$ cat src/rtl/input_interface.sv
// Shared command codes between input devices and the calculator controller.
`ifndef INPUT_INTERFACE_SV
`define INPUT_INTERFACE_SV

`define IC_N    5

`define IC_NONE 5'd0
`define IC_NUM0 5'd1
`define IC_NUM1 5'd2
`define IC_NUM2 5'd3
`define IC_NUM3 5'd4
`define IC_NUM4 5'd5
`define IC_NUM5 5'd6
`define IC_NUM6 5'd7
`define IC_NUM7 5'd8
`define IC_NUM8 5'd9
`define IC_NUM9 5'd10
`define IC_ADD  5'd11
`define IC_SUB  5'd12
`define IC_MUL  5'd13
`define IC_DIV  5'd14
`define IC_EQU  5'd15
`define IC_CLR  5'd16

`endif

$ cat src/rtl/input_keypad_encoder_pkg.sv
// Keypad encoder types and helpers: snapshot classification and key map.
`ifndef INPUT_INTERFACE_SV
`include "input_interface.sv"
`endif

package input_keypad_encoder_pkg;

  localparam int IC_W = `IC_N;
  typedef logic [IC_W-1:0] ic_code_t;

  localparam ic_code_t IC_NONE = `IC_NONE;
  localparam ic_code_t IC_NUM0 = `IC_NUM0;
  localparam ic_code_t IC_NUM1 = `IC_NUM1;
  localparam ic_code_t IC_NUM2 = `IC_NUM2;
  localparam ic_code_t IC_NUM3 = `IC_NUM3;
  localparam ic_code_t IC_NUM4 = `IC_NUM4;
  localparam ic_code_t IC_NUM5 = `IC_NUM5;
  localparam ic_code_t IC_NUM6 = `IC_NUM6;
  localparam ic_code_t IC_NUM7 = `IC_NUM7;
  localparam ic_code_t IC_NUM8 = `IC_NUM8;
  localparam ic_code_t IC_NUM9 = `IC_NUM9;
  localparam ic_code_t IC_ADD  = `IC_ADD;
  localparam ic_code_t IC_SUB  = `IC_SUB;
  localparam ic_code_t IC_MUL  = `IC_MUL;
  localparam ic_code_t IC_DIV  = `IC_DIV;
  localparam ic_code_t IC_EQU  = `IC_EQU;
  localparam ic_code_t IC_CLR  = `IC_CLR;

  typedef enum logic [1:0] {
    SNAP_NONE,
    SNAP_SINGLE,
    SNAP_MULTI
  } snap_class_e;

  // Count pressed keys in a full-scan snapshot and bucket the result.
  function automatic snap_class_e classify_snapshot(input logic [15:0] snap);
    int unsigned ones;
    ones = 0;
    for (int i = 0; i < 16; i++) ones += 32'(snap[i]);
    if (ones == 0) return SNAP_NONE;
    if (ones == 1) return SNAP_SINGLE;
    return SNAP_MULTI;
  endfunction

  // Index (row*4+col) of the lowest pressed key; only meaningful for SINGLE.
  function automatic logic [3:0] key_index(input logic [15:0] snap);
    logic [3:0] idx;
    idx = '0;
    for (int i = 15; i >= 0; i--) begin
      if (snap[i]) idx = 4'(i);
    end
    return idx;
  endfunction

  // Physical layout: 1 2 3 ADD / 4 5 6 SUB / 7 8 9 MUL / CLR 0 EQU DIV.
  function automatic ic_code_t key_code(input logic [3:0] idx);
    case (idx)
      4'd0:    return IC_NUM1;
      4'd1:    return IC_NUM2;
      4'd2:    return IC_NUM3;
      4'd3:    return IC_ADD;
      4'd4:    return IC_NUM4;
      4'd5:    return IC_NUM5;
      4'd6:    return IC_NUM6;
      4'd7:    return IC_SUB;
      4'd8:    return IC_NUM7;
      4'd9:    return IC_NUM8;
      4'd10:   return IC_NUM9;
      4'd11:   return IC_MUL;
      4'd12:   return IC_CLR;
      4'd13:   return IC_NUM0;
      4'd14:   return IC_EQU;
      default: return IC_DIV;
    endcase
  endfunction

endpackage

$ cat src/rtl/input_keypad_scanner.sv
// Row scanner: drives one row low at a time, synchronizes the column
// sense lines and assembles a 16-bit pressed-key snapshot per full scan.
module input_keypad_scanner #(
  parameter int SCAN_DIV = 1000
) (
  input  logic        Clock,
  input  logic        Reset,
  output logic [3:0]  kp_row,
  input  logic [3:0]  kp_col,
  output logic [15:0] snapshot,
  output logic        snap_valid
);

  localparam logic [15:0] DIV_LAST = 16'(SCAN_DIV - 1);

  logic [15:0] div_cnt;
  logic [1:0]  row;
  logic [3:0]  col_meta;
  logic [3:0]  col_sync;
  logic [11:0] snap_acc;

  // Row drive is a pure decode of the row register, so it resets with it.
  assign kp_row = ~(4'b0001 << row);

  // Two-flop synchronizer for the asynchronous column inputs.
  // NOTE: sequential state uses non-blocking assignments so every flop
  // samples pre-edge values and the meta->sync chain really is two stages.
  always_ff @(posedge Clock or negedge Reset) begin
    if (!Reset) begin
      col_meta <= '0;
      col_sync <= '0;
    end else begin
      col_meta <= kp_col;
      col_sync <= col_meta;
    end
  end

  // Slot timer, row sequencing and snapshot assembly; columns are sampled
  // in the last clock of each row slot so the synchronizer has settled.
  always_ff @(posedge Clock or negedge Reset) begin
    if (!Reset) begin
      div_cnt    <= '0;
      row        <= '0;
      snap_acc   <= '0;
      snapshot   <= '0;
      snap_valid <= 1'b0;
    end else begin
      snap_valid <= 1'b0;
      if (div_cnt == DIV_LAST) begin
        div_cnt <= '0;
        row     <= row + 2'd1;
        if (row == 2'd3) begin
          snapshot   <= {~col_sync, snap_acc};
          snap_valid <= 1'b1;
        end else begin
          snap_acc[{row, 2'b00} +: 4] <= ~col_sync;
        end
      end else begin
        div_cnt <= div_cnt + 16'd1;
      end
    end
  end

endmodule

$ cat src/rtl/input_keypad_encoder.sv
// 4x4 keypad encoder: debounces single key presses from the scanner and
// delivers one command code per press through a valid/ack handshake.
`ifndef INPUT_INTERFACE_SV
`include "input_interface.sv"
`endif

module input_keypad_encoder
  import input_keypad_encoder_pkg::*;
#(
  parameter int SCAN_DIV   = 1000,
  parameter int DEBOUNCE_N = 8
) (
  input  logic             Clock,
  input  logic             Reset,
  output logic [3:0]       kp_row,
  input  logic [3:0]       kp_col,
  output logic [`IC_N-1:0] in_cmd,
  output logic             in_valid,
  input  logic             in_ack
);

  typedef enum logic [1:0] {
    ST_IDLE,
    ST_DEBOUNCE,
    ST_PRESENT,
    ST_RELEASE
  } state_e;

  localparam logic [7:0] DB_TARGET = 8'(DEBOUNCE_N);

  logic [15:0] snapshot;
  logic        snap_valid;
  snap_class_e snap_class;

  state_e      state_q, state_d;
  logic [15:0] key_q, key_d;
  logic [3:0]  idx_q, idx_d;
  logic [7:0]  cnt_q, cnt_d;
  logic        valid_q, valid_d;
  ic_code_t    cmd_q, cmd_d;

  input_keypad_scanner #(
    .SCAN_DIV (SCAN_DIV)
  ) u_scanner (
    .Clock      (Clock),
    .Reset      (Reset),
    .kp_row     (kp_row),
    .kp_col     (kp_col),
    .snapshot   (snapshot),
    .snap_valid (snap_valid)
  );

  assign snap_class = classify_snapshot(snapshot);
  assign in_valid   = valid_q;
  assign in_cmd     = cmd_q;

  // State and registered outputs; reset drops any pending command.
  always_ff @(posedge Clock or negedge Reset) begin
    if (!Reset) begin
      state_q <= ST_IDLE;
      key_q   <= '0;
      idx_q   <= '0;
      cnt_q   <= '0;
      valid_q <= 1'b0;
      cmd_q   <= IC_NONE;
    end else begin
      state_q <= state_d;
      key_q   <= key_d;
      idx_q   <= idx_d;
      cnt_q   <= cnt_d;
      valid_q <= valid_d;
      cmd_q   <= cmd_d;
    end
  end

  // Next-state logic: debounce on whole snapshots, hold the command until
  // acknowledged, then wait for a stable all-released keypad.
  always_comb begin
    // NOTE: every variable gets a default first, so no path through the
    // case below can leave one unassigned and infer a latch.
    state_d = state_q;
    key_d   = key_q;
    idx_d   = idx_q;
    cnt_d   = cnt_q;
    valid_d = valid_q;
    cmd_d   = cmd_q;

    case (state_q)
      ST_IDLE: begin
        if (snap_valid && snap_class == SNAP_SINGLE) begin
          key_d   = snapshot;
          idx_d   = key_index(snapshot);
          cnt_d   = '0;
          state_d = ST_DEBOUNCE;
        end
      end

      ST_DEBOUNCE: begin
        if (snap_valid) begin
          if (snapshot == key_q) begin
            cnt_d = cnt_q + 8'd1;
            if (cnt_q + 8'd1 == DB_TARGET) begin
              valid_d = 1'b1;
              cmd_d   = key_code(idx_q);
              state_d = ST_PRESENT;
            end
          end else begin
            state_d = ST_IDLE;
          end
        end
      end

      ST_PRESENT: begin
        // Key activity is deliberately ignored here: once offered, the
        // command stays up until the controller takes it.
        if (valid_q && in_ack) begin
          valid_d = 1'b0;
          cmd_d   = IC_NONE;
          cnt_d   = '0;
          state_d = ST_RELEASE;
        end
      end

      ST_RELEASE: begin
        if (snap_valid) begin
          if (snap_class == SNAP_NONE) begin
            cnt_d = cnt_q + 8'd1;
            if (cnt_q + 8'd1 == DB_TARGET) state_d = ST_IDLE;
          end else begin
            cnt_d = '0;
          end
        end
      end

      default: state_d = ST_IDLE;
    endcase
  end

endmodule

$ cat config.mk
export PLATFORM = sky130hd
export DESIGN_NAME = input_keypad_encoder
export DESIGN_NICKNAME = d
export VERILOG_FILES = /design/src/rtl/input_keypad_encoder_pkg.sv /design/src/rtl/input_keypad_scanner.sv /design/src/rtl/input_keypad_encoder.sv
export VERILOG_INCLUDE_DIRS = /design/src /design/src/rtl
export SDC_FILE = /design/constraint.sdc
export NUM_CORES = 1
export LEC_CHECK = 0
export BUFFER_PORTS_ARGS = -buffer_cell sky130_fd_sc_hd__buf_2
export CORE_MARGIN = 4
export CORE_UTILIZATION = 55
export CTS_BUF_LIST = sky130_fd_sc_hd__clkbuf_16
export CTS_CLUSTER_SIZE = 24
export DETAILED_ROUTE_END_ITERATION = 8
export MAX_ROUTING_LAYER = met4
export PLACE_DENSITY = 0.83
export SLEW_MARGIN = 5
export SYNTH_ARGS = -nofsm -noshare
export SYNTH_HDL_FRONTEND = slang
export SYNTH_SLANG_ARGS = --single-unit
$ cat constraint.sdc
create_clock -name Clock -period 8.85 [get_ports Clock]
set_input_delay 0 -clock Clock [delete_from_list [all_inputs] [get_ports Clock]]
set_output_delay 0 -clock Clock [all_outputs]
set_load 0.05 [all_outputs]
# After elaboration in Yosys (flattened, before gate mapping)
# Memories as Yosys holds them, arrays and structs flattened.
# Index checks and enable logic that the tools add are counted.
# W data, S select, Z words.
# word_totals
reg_bits	91
rom_bits	80
input_bits	7
output_inout_bits	10
word_cells	122
memories	1
# mem_list
memory	depth	width	read_ports	rd_clocked_by_memory_dff	wr	line	text
(no name shown)	16	5	1	0	0	input_keypad_encoder_pkg.sv:57	case (idx)
# op_classes
add_sub_neg	19
n_eq_ne	18
n_shift	3
n_mux	53
bitwise	3
reduce_logical	12
# op_table
operator	count
$mux W4	16
$mux W8	6
$logic_not A32 Y1	1
$pmux W8 S4	1
$mux W2	12
$mux W5	4
$add A15 B1 Y16	1
$add A16 B1 Y16 const B	1
$eq A16 B1 Y1 const B	1
$eq A16 B10 Y1 const B	1
$eq A16 B16 Y1	1
$mux W16	1
$add A14 B1 Y15	1
$add A13 B1 Y14	1
$add A12 B1 Y13	1
$add A11 B1 Y12	1
$bwmux W12	1
$ne A2 B2 Y1 const B	6
$shift A4 B6 Y12 const A	1
$shiftx A4 B6 Y12	1
$add A10 B1 Y11	1
$add A9 B1 Y10	1
$pmux W5 S2	1
$reduce_and A5 Y1	2
other kinds (27)	44

# Logic depth before layout (Yosys ltp)
# logic_depth
ltp_word	24
depth_mapped	18
mapped_depth_nobuf	16

# Hierarchy
# Synthesis repeated with hierarchy kept, for this count alone.
# hier_totals
cells_unflattened	452
hier_area_um2	4790.8
# modules_own_cells
module	instances	cells_each	area_per_inst_um2	seq_area_each_um2
input_keypad_scanner	1	178	2396.0	1376.3
input_keypad_encoder	1	274	2394.8	900.9

# Worst setup path after synthesis
# Ideal clock, no wire load.
# synth_timing
path_type	register to register
start	register u_scanner.snapshot[5]
end	register cnt_q[3]
setup_ns	0.121
t_arrival_ns	5.062
required_ns	8.729
setup_slack_ns	3.667
stages_incl_launch_ff	19
n_path_buf	2
period_less_slack_ns	5.183
cell_sequence	dfrtp_1 inv_1 fa_1 inv_1 fa_1 fa_1 inv_1 fa_1 inv_1 ha_1 fa_1 or4_4 a2bb2oi_2 or4_4 buf_6 o21a_4 buf_6 a21o_1 a22o_1
# synth_via
elab_chain_len	20
word_cells_on_any_way	29
cone_classes	11 x add/sub; 5 x eq/ne; 9 x mux; 4 x reduce/logical
# synth_lines
item	line	text
from (decl)	input_keypad_scanner.sv:10	output logic [15:0] snapshot,
from (signal assigned)	input_keypad_scanner.sv:53	snapshot <= {~col_sync, snap_acc};
$add A5 B1 Y6	input_keypad_encoder_pkg.sv:39	for (int i = 0; i < 16; i++) ones += 32'(snap[i]);
$add A6 B1 Y7	input_keypad_encoder_pkg.sv:39	
$add A7 B1 Y8	input_keypad_encoder_pkg.sv:39	
$add A8 B1 Y9	input_keypad_encoder_pkg.sv:39	
$add A9 B1 Y10	input_keypad_encoder_pkg.sv:39	
$add A10 B1 Y11	input_keypad_encoder_pkg.sv:39	
$add A11 B1 Y12	input_keypad_encoder_pkg.sv:39	
$add A12 B1 Y13	input_keypad_encoder_pkg.sv:39	
(+3 left out)	--	
$eq A16 B1 Y1	input_keypad_encoder_pkg.sv:41	if (ones == 1) return SNAP_SINGLE;
$mux W1 (2 in series)	input_keypad_encoder_pkg.sv:41	
$mux W2	input_keypad_encoder_pkg.sv:42	return SNAP_MULTI;
$mux W2	input_keypad_encoder_pkg.sv:41	
$eq A2 B1 Y1 or $logic_not A2 Y1 (tied branches)	input_keypad_encoder.sv:90, input_keypad_encoder.sv:126	
$logic_and A1 B1 Y1 or $mux W8 (tied branches)	input_keypad_encoder.sv:90, input_keypad_encoder.sv:126	
$ne A2 B2 Y1 (no source line) or $mux W8 (tied branches)	--	
$reduce_and A5 Y1 (no source line) or $pmux W8 S4 (tied branches)	--	
to (signal assigned)	input_keypad_encoder.sv:70	cnt_q <= cnt_d;
to (decl)	input_keypad_encoder.sv:38	logic [7:0] cnt_q, cnt_d;
# Parallel ways exist; a longest one is shown, timed or not. The select of a mux whose other input is x is not followed.
# A chain may end at the register's enable or synchronous reset.

# Final worst setup path
# layout_timing
start	register u_scanner.snapshot[5]
end	register cnt_q[0]
# The elaborated chain is that of the path after synthesis.

==> summary.md <==
| Metric | Value |
|---|---|
| Clk_skew | 4.72 ps |
| Avg Cell Area, Syn | 10.5 µm² |
| XOR/XNOR Fraction of Synth Area | 5.69% |
| Antenna viol nets, final | 0 |
| CP max stage delay | 690 ps |
| CTS tree | built |
| Via Count | 3,252 |
| Vias per std cell | 5.73 |
| Max Buffers Root-to-Sink | 2 |
| WL final | 9030 µm |
| Slew Viols, Final | 0 |
| Post-place setup slack | 3270 ps |
| Asr flop ratio synth | 100% |
| Initial antenna violation count | 0 |
| Yosys top cell by area | dfrtp_1 |
| # resized after CTS | 0 |
| GRT overflow | 0 |
| HPWL Detailed | 6200 µm |
| Tot GR Track Use | 20.3% |
| Largest net degree at the start of global routing | 92 |
| Crit path max-delay family | adder cells |
| Placer congestion estimate | 0.886 |
| Distinct cells, synth | 47 |
| Worst Setup End Kind | register |
| RSZ-0062 raised after global routing | no |
| Synth top cells by count | dfrtp_1, nand2_1, nor2_1 |
| Mean routed wirelength per cell | 15.9 µm |
| Status | finished clean |
| YS warnings | 0 |
| Slowest cell on crit path | or4_4 |
| Measured slew at the worst slew-check pin | 1110 ps |
| Power per Cell Area | 154 nW/µm² |
| Seq cells post-synth | 91 |
| Non-filler instance count after layout | 568 |
| Endpoints failing hold | 0 |
| CP Max Fanout | 34 |
| Port Buffers | 16 |
| Syn nets | 471 |
| PnR worst setup slack | 3220 ps |
| Achievable clock frequency | 0.178 GHz |
| Pre-antenna DRT Iters | 4 |
| Req. time, crit path | 9130 ps |
| Dpl cells | 547 |
| First-pass GRT wire length | 15,600 µm |
| Cells after Synth | 439 |
| Multiplexer area fraction after synthesis | 7.40% |
| Sequential area share after synthesis | 49.3% |
| Net count, final | 490 |
| H-tree depth | 3 |
| Die Wd | 99.6 µm |
| Critical setup path kind | register to register |
| Full die area | 9920 µm² |
| # clock sinks | 91 |
| Skew-Pair Late Insertion Delay | 330 ps |
| Top FF cell, synth | dfrtp_1 |
| Post-synthesis adder-cell area fraction | 8.40% |
| Cell with the most instances after synthesis | dfrtp_1 |
| # Max-Cap Violations | 0 |
| Setup TNS | 0 ps |
| Root Buffer | clkbuf_16 |
| Max IR drop VDD | 0.133 mV |
| # diodes | 0 |
| Vias in the first global route | 3,275 |
| Synth top area share | 49.3% |
| Row count | 33 |
| Most frequent CP cell | fa_1 |
| Core Area | 8180 µm² |
| I/O pin cnt | 17 |
| Synthesized area | 4620 µm² |
| P_leak | 2.52 nW |
| Area Growth Syn to Fin | 10.4% |
| Cells along the critical path | inv_1 -> fa_1 -> inv_1 -> fa_1 -> fa_1 -> inv_1 -> fa_1 -> inv_1 -> ha_1 -> fa_1 -> or4_4 -> a2bb2oi_2 -> or4_4 -> o21a_4 -> nor2b_1 -> mux2_2 |
| Number of flops mapped to enable cells by yosys | 0 |
| Worst-path clk slew | 70 ps |
| FF/Latch Area | 2280 µm² |
| Period Utilization, post-route | 63.7% |
| Filler Cell Count | 638 |
| DRC viols | 0 |
| Top cells by area, synth | dfrtp_1, mux2_2, fa_1 |
| Initial DRC count | 270 |
| Num CTS Buffers | 9 |
| Fin crit period | 5630 ps |
| Slew headroom | 25.8% |
| Layout cells sized above 1 | 13.6% |
| Initial Util | 56.5% |
| Die Ht | 99.6 µm |
| WP data arrival | 5910 ps |
| Buffers & Inverters on Critical Path | 4 |
| Main combinational cell family by area after synthesis | simple AND/OR/NAND/NOR gates |
| Simple-Gate Fraction of Synth Area | 15.1% |
| Final setup fails | 0 |
| HP Class | input port to register |
| Compound-Gate Fraction of Synth Area | 9.81% |
| Startpoint Class | register |
| Multi-input logic area | 2140 µm² |
==> through the flow <==
stage	total power (W)	util, %	area [µm²]	hold WS, ps
after floorplan	0.000427	-	4620	-296
after global placement	0.000437	58.3	4770	108
after detailed placement	0.000437	58.3	4770	110
after CTS	0.000794	62.4	5100	85.1
after global routing	0.000813	62.4	5100	109
final	0.000786	62.4	5100	94.4
==> metal layers <==
metal  global-route usage (%)  part of all wire (%)
met3                     4.91                   4.2
met2                     32.9                    50
met4                     6.09                   1.8
met1                     25.5                    44
met5                        -                     0
==> final timing paths <==
| kind | start | endpoint | slack, ps | cells past startpoint |
|---|---|---|---|---|
| min reg2reg | u_scanner.col_meta[0]$_DFF_PN0_ | u_scanner.col_sync[0]$_DFF_PN0_ | 350 | 0 |
| max in group asynchronous | Reset | u_scanner.snap_valid$_DFF_PN0_ | 7720 | 2 |
| min | in_ack | state_q[0]$_DFFE_PN0P_ | 90 | 4 |
| max | u_scanner.snapshot[5]$_DFFE_PN0P_ | cnt_q[0]$_DFFE_PN0P_ | 3220 | 16 |
| min in group asynchronous | Reset | in_cmd[3]$_DFFE_PN0P_ | 420 | 2 |
| max reg2reg | u_scanner.snapshot[5]$_DFFE_PN0P_ | cnt_q[0]$_DFFE_PN0P_ | 3220 | 16 |
==> flip-flops by register name (all words and copies together), names as in the netlist, named ones only <==
signal	cells
cnt_q	8
u_scanner.div_cnt	16
in_cmd	5
u_scanner.row	2
u_scanner.snap_acc	12
u_scanner.snapshot	16
state_q	1
u_scanner.col_meta	4
in_valid	1
key_q	16
u_scanner.col_sync	4
u_scanner.snap_valid	1
idx_q	4
==> cell families (layout without fill, tap and decap cells) <==
logic type | Yosys count | after routing
fa+ha+maj | 25 | 25
xor+xnor | 30 | 30
mux | 31 | 31
compound gates | 70 | 70
simple gates | 144 | 144
buf+inv | 48 | 72
flops | 91 | 91
==> worst min-delay path, stage by stage <==
cell and delay [ps]:
buf_2 90, a31oi_1 80, o31ai_1 70, o311a_1 140
==> power by group <==
group,internal [W],total (W),switching (W),leakage [nW]
logic,0.00000272,0.0000111,0.00000835,1.19
registers,0.000418,0.000419,0.00000145,1.20
clock network,0.000192,0.000356,0.000164,0.133
total,0.000613,0.000786,0.000173,2.52
==> timing repair <==
| action | in CTS | in global routing |
|---|---|---|
| buffers inserted | 0 | 0 |
| endpoints found under the hold margin | 95 | 0 |
| setup endpoints to repair | 0 | 0 |
| hold buffers | 5 | 0 |
==> layout make-up <==
type | count | share of cell area, %
clock inverters | 7 | 1.03
well taps | 105 | 2.58
clock buffers | 9 | 4.42
inverters | 34 | 2.50
flip-flops and latches | 91 | 44.7
repair buffers | 22 | 2.75
multi-input cells | 300 | 42.0
==> cells in the final DEF, fill, tap and decap left out, drive strengths merged, types with 4 or more instances in the layout <==
cell type	netlist	layout
nand2	41	41
nor4	11	11
a211oi	4	4
a21oi	10	10
xor2	19	19
dlygate4sd3	0	5
a22o	5	5
xnor2	11	11
buf	4	17
ha	15	15
nor3	5	5
clkinv	0	4
dfrtp	91	91
nor2	38	38
clkbuf	10	9
fa	10	10
and3	5	5
mux2i	6	6
inv	34	36
mux2	25	25
nand3	22	22
o21ai	31	31
or4	4	4
(Power assumes the default switching activity.)
